<file path="src/rtl/dec3to8_strobe_seq.sv">
// Buffered 3-to-8 decoder: queues 3-bit codes from a valid/ready stream and
// replays each as a registered one-hot strobe of PULSE_LEN cycles followed by
// GAP_LEN idle cycles.
module dec3to8_strobe_seq #(
    parameter int unsigned DEPTH     = 4,
    parameter int unsigned PULSE_LEN = 4,
    parameter int unsigned GAP_LEN   = 1
) (
    input  logic                     clk,
    input  logic                     rst,
    input  logic                     en,
    input  logic                     in_valid,
    output logic                     in_ready,
    input  logic [2:0]               in_code,
    output logic [7:0]               d,
    output logic                     d_valid,
    output logic                     busy,
    output logic [$clog2(DEPTH):0]   level
);

    localparam int unsigned AW   = $clog2(DEPTH);
    localparam int unsigned CMAX = (PULSE_LEN > GAP_LEN) ? PULSE_LEN : GAP_LEN;
    localparam int unsigned CW   = (CMAX > 2) ? $clog2(CMAX) : 1;

    localparam logic [CW-1:0] PULSE_LOAD = CW'(PULSE_LEN - 1);
    localparam logic [CW-1:0] GAP_LOAD   = (GAP_LEN > 0) ? CW'(GAP_LEN - 1) : '0;
    localparam logic [AW:0]   FULL_LVL   = (AW + 1)'(DEPTH);

    typedef enum logic [1:0] {
        IDLE,
        PULSE,
        GAP
    } state_t;

    logic [2:0]    mem [DEPTH];
    logic [AW-1:0] wptr;
    logic [AW-1:0] rptr;
    logic [CW-1:0] cnt;
    state_t        state;
    logic          full;
    logic          empty;
    logic          push;
    logic          pop;

    assign full     = (level == FULL_LVL);
    assign empty    = (level == '0);
    assign in_ready = !full && !rst;
    assign push     = in_valid && in_ready;
    // level is registered, so a code pushed this cycle cannot be popped until the next
    assign pop      = (state == IDLE) && en && !empty;
    assign busy     = (state != IDLE) || !empty;

    // FIFO storage: write the incoming code at the write pointer
    always_ff @(posedge clk) begin
        if (push) begin
            mem[wptr] <= in_code;
        end
    end

    // FIFO pointers and occupancy; simultaneous push and pop leaves level unchanged
    always_ff @(posedge clk) begin
        if (rst) begin
            wptr  <= '0;
            rptr  <= '0;
            level <= '0;
        end else begin
            if (push) begin
                wptr <= wptr + 1'b1;
            end
            if (pop) begin
                rptr <= rptr + 1'b1;
            end
            case ({push, pop})
                2'b10:   level <= level + 1'b1;
                2'b01:   level <= level - 1'b1;
                default: level <= level;
            endcase
        end
    end

    // Strobe sequencer: pop in IDLE, hold one-hot for PULSE_LEN cycles, then gap
    always_ff @(posedge clk) begin
        if (rst) begin
            state   <= IDLE;
            d       <= '0;
            d_valid <= 1'b0;
            cnt     <= '0;
        end else begin
            case (state)
                IDLE: begin
                    if (pop) begin
                        d       <= 8'b1 << mem[rptr];
                        d_valid <= 1'b1;
                        cnt     <= PULSE_LOAD;
                        state   <= PULSE;
                    end else begin
                        d       <= '0;
                        d_valid <= 1'b0;
                    end
                end
                PULSE: begin
                    if (cnt == '0) begin
                        d       <= '0;
                        d_valid <= 1'b0;
                        if (GAP_LEN > 0) begin
                            cnt   <= GAP_LOAD;
                            state <= GAP;
                        end else begin
                            state <= IDLE;
                        end
                    end else begin
                        cnt <= cnt - 1'b1;
                    end
                end
                GAP: begin
                    d       <= '0;
                    d_valid <= 1'b0;
                    if (cnt == '0) begin
                        state <= IDLE;
                    end else begin
                        cnt <= cnt - 1'b1;
                    end
                end
                default: begin
                    state   <= IDLE;
                    d       <= '0;
                    d_valid <= 1'b0;
                end
            endcase
        end
    end

endmodule

</file>
<file path="config.mk">
export PLATFORM = sky130hd
export DESIGN_NAME = dec3to8_strobe_seq
export DESIGN_NICKNAME = d
export VERILOG_FILES = /design/src/rtl/dec3to8_strobe_seq.sv
export SDC_FILE = /design/constraint.sdc
export NUM_CORES = 1
export LEC_CHECK = 0
export CAP_MARGIN = 0
export CORE_UTILIZATION = 40
export DETAILED_ROUTE_END_ITERATION = 10
export PLACE_DENSITY = 0.66
export SYNTH_ARGS = -nofsm -noshare
export SYNTH_HDL_FRONTEND = slang
export SYNTH_SLANG_ARGS = --single-unit
</file>
<file path="constraint.sdc">
create_clock -name clk -period 4 [get_ports clk]
set_clock_uncertainty 0.05 [all_clocks]
set_input_delay 0.8 -clock clk [delete_from_list [all_inputs] [get_ports clk]]
set_output_delay 0.8 -clock clk [all_outputs]
set_load 0.005 [all_outputs]
</file>
==> impl_metrics.csv <==
group,metric,value,unit
critical_path,critical_path_required,3.15,ns
clock_tree,worstSkewPairLatency,0.28,ns
die,io_pins,21,
worst_hold_path,hp-start,"d[7]",
grt,grt_max_degree,15,
critical_path,critPathBufInv,2,
clock_tree,cts_buffer_depth,2,
power,leakage,0.733,nW
worst_hold_path,hold_end,"d[7]",
sta,setup_viol,0,
routing,drtIter0Drc,33,
critical_path,rr_startpoint,"state[0]",
synth,synth_top_family_by_area,"simple AND/OR/NAND/NOR gates",
synth,synth-simple-area-share,0.133,
critical_path,path_cells,"clkdlybuf4s50_1, nor2_1, clkdlybuf4s50_1",
clock_tree,root_buffer,"clkbuf_8",
synth,syn_area_per_cell,11.6,sq um
finish,syn_to_final_growth,21.1,%
run_status,status,"completed",
critical_path,crit_fanout,7,
sta,rsz0062_at_grt,"no",
critical_path,r2r_cells,10,
synth,synth-seq-cells,34,
finish,utilization,0.518,
sta,hold_viol,0,
power,power.density,559,mW/mm^2
routing,num_vias,1050,
synth,synth_fa_ha_area_frac,0.113,
critical_path,ff2ff_setup_slack,1.52,ns
die,dieArea,0.00429,sq mm
finish,antennaDiodeCount,0,
die,rows,22,
synth,syn-instance-count,139,
sta,min_period_over_period,0.712,
sta,worstMarginPinSlew,0.493,ns
synth,yosysUniqueCellTypes,34,
grt,track_usage,0.145,
finish,regArea,801,sq um
clock_tree,clk_pin_slew,0.06,ns
synth,synth_mux_area_frac,0.0854,
grt,antenna_found_initial,0,
critical_path,cp-end-kind,"primary output",
synth,synth_compound_area_frac,0.119,
clock_tree,h-tree-depth,2,
finish,drive_above_1_share,0.0964,
critical_path,slowest_delay,0.54,ns
critical_path,worst-setup-path-type,"input port to primary output",
die,die_w,65.5,um
power,ir_worst_vdd,0.285,mV
grt,grt_first_pass_wirelength,4570,um
clock_tree,hold_buffers,0,
die,start_util,0.427,
routing,drc,0,
routing,drtPass1Iterations,4,
clock_tree,post_cts_buffers,0,
synth,yosys_warnings,0,
critical_path,cp_top_family,"buffers and inverters",
synth,syn-cell-area,0.00161,sq mm
critical_path,rr_endpoint,"level[2]",
clock_tree,cts_resized,0,
routing,drt-vias-per-instance,4.91,
sta,slew_viol_final,0,
critical_path,slowest_stage,"clkdlybuf4s50_1",
critical_path,worstPathArrival,2.00,ns
sta,max_freq,351,MHz
clock_tree,numCtsBuffers,5,
worst_hold_path,hp-class,"register to register",
clock_tree,cts_tree,"done",
finish,final_nets,186,
critical_path,crit_cells,3,
critical_path,crit_top_cell,"clkdlybuf4s50_1",
die,die_h,65.5,um
worst_hold_path,whs_path_depth,1,
synth,syn_nets,160,
finish,n_fill_cell,315,
die,coreArea,0.00377,sq mm
synth,yosysSeqAreaShare,0.497,
place,dp.final_hpwl,2000,um
sta,relSlewSlack,0.670,
clock_tree,clock_sinks,34,
sta,fin_tns_setup,0,ns
routing,ant_nets,0,
routing,post_drt_wl_per_cell,12.2,um
routing,wirelength,2620,um
grt,grt_overflow,0,
sta,timing.final.crit_period,2.85,ns
finish,multi_input_comb_area,743,sq um
place,gp_congestion,0.709,
grt,grt_pass1_vias,1019,
synth,yosys.area_share.xor_xnor,0.0109,
job,maxCapViolCount,0,
place,io_buffers,20,
critical_path,cp-start-kind,"input port",
metal layers:
layer,GRT usage,part of all wire
met1,0.177,0.50
met2,0.227,0.44
met3,0.0573,0.041
met4,0.0571,0.016
met5,0,0
through the flow:
step	cell area, sq um	hold slack (ns)	setup slack, ns	total power, mW	cells
finish	1950	0.415	1.15	1.09	214
detailed placement	1870	0.396	0.926	0.866	206
floorplan	1610	0.404	1.40	0.739	139
global route	1950	0.428	1.07	1.17	214
CTS	1950	0.415	1.14	1.10	214
global placement	1870	0.394	1.04	0.853	206
kinds of logic (layout without fill, tap and decap cells):
| kind of cell | after synthesis | after routing |
|---|---|---|
| flip-flops | 34 | 34 |
| adder cells (fa/ha/maj) | 14 | 14 |
| XOR/XNOR | 2 | 2 |
| buffers and inverters | 18 | 45 |
| multiplexers | 9 | 9 |
| AO/OA/AOI/OAI | 22 | 22 |
| AND/OR/NAND/NOR | 40 | 40 |
flip-flops by register name, summed over array words and instances (netlist names), named ones only:
signal,cells
cnt,2
state,2
mem,12
d,8
rptr,2
wptr,2
level,3
d_valid,1
cell usage in the layout, fill, tap and decap left out, drive strengths merged:
cell,n
a22o,1
inv,16
fa,1
nor4,1
o31ai,1
mux2,2
or3,2
mux4,3
nand2b,6
ha,13
a32o,4
o2bb2ai,3
nor2,10
a2bb2oi,1
clkbuf,8
nor3,3
xor2,2
a21oi,6
o311ai,1
o21ai,2
nand2,10
and2,4
nor3b,1
edfxtp,12
mux2i,4
dfxtp,22
a31o,1
nand4,1
buf,1
clkdlybuf4s50,20
nor2b,1
a31oi,1
a221oi,1
or4,1
how the worst max path moves through the flow:
| stage | to | start | slack (ns) |
|---|---|---|---|
| finish | in_ready | rst | 1.15 |
| global route | level[2] | rst | 1.07 |
| CTS | in_ready | rst | 1.14 |
| detailed placement | level[2] | rst | 0.93 |
| global placement | level[2] | rst | 1.04 |
| floorplan | level[2] | rst | 1.40 |
cells in the mapped netlist:
cell	number	area, sq um
a31o_2	1	8.76
edfxtp_1	12	360
and2_1	4	25.0
clkbuf_1	2	7.51
o21ai_0	2	10.0
o31ai_1	1	7.51
a32o_1	2	20.0
nor3b_1	1	7.51
nand2_1	10	37.5
nor2b_1	1	6.26
mux4_2	1	22.5
or4_1	1	7.51
nand4_1	1	6.26
mux4_1	2	52.6
nor4_4	1	21.3
a2bb2oi_1	1	8.76
or3_1	2	12.5
a32o_2	2	22.5
nand2b_1	6	37.5
a221oi_2	1	15.0
nor2_1	10	37.5
a21oi_1	6	30.0
o2bb2ai_1	3	26.3
mux2i_1	4	40.0
a31oi_1	1	6.26
inv_1	16	60.1
a22o_2	1	10.0
ha_1	13	163
nor3_1	3	15.0
dfxtp_1	22	440
o311ai_4	1	26.3
mux2_2	2	22.5
xor2_1	2	17.5
fa_1	1	20.0
area by class of cell:
type                       instances  area share
clock buffer                       8      0.0410
inverter                          16      0.0308
multi-input combinational         87       0.381
sequential                        34       0.410
tap                               48      0.0308
timing repair buffer              21       0.106
report_power, final:
part | switching, mW | internal, mW
clock | 0.109 | 0.123
sequential | 0.0481 | 0.404
combinational | 0.200 | 0.205
total | 0.357 | 0.733
No activity file was read; power rests on OpenSTA's default activity.
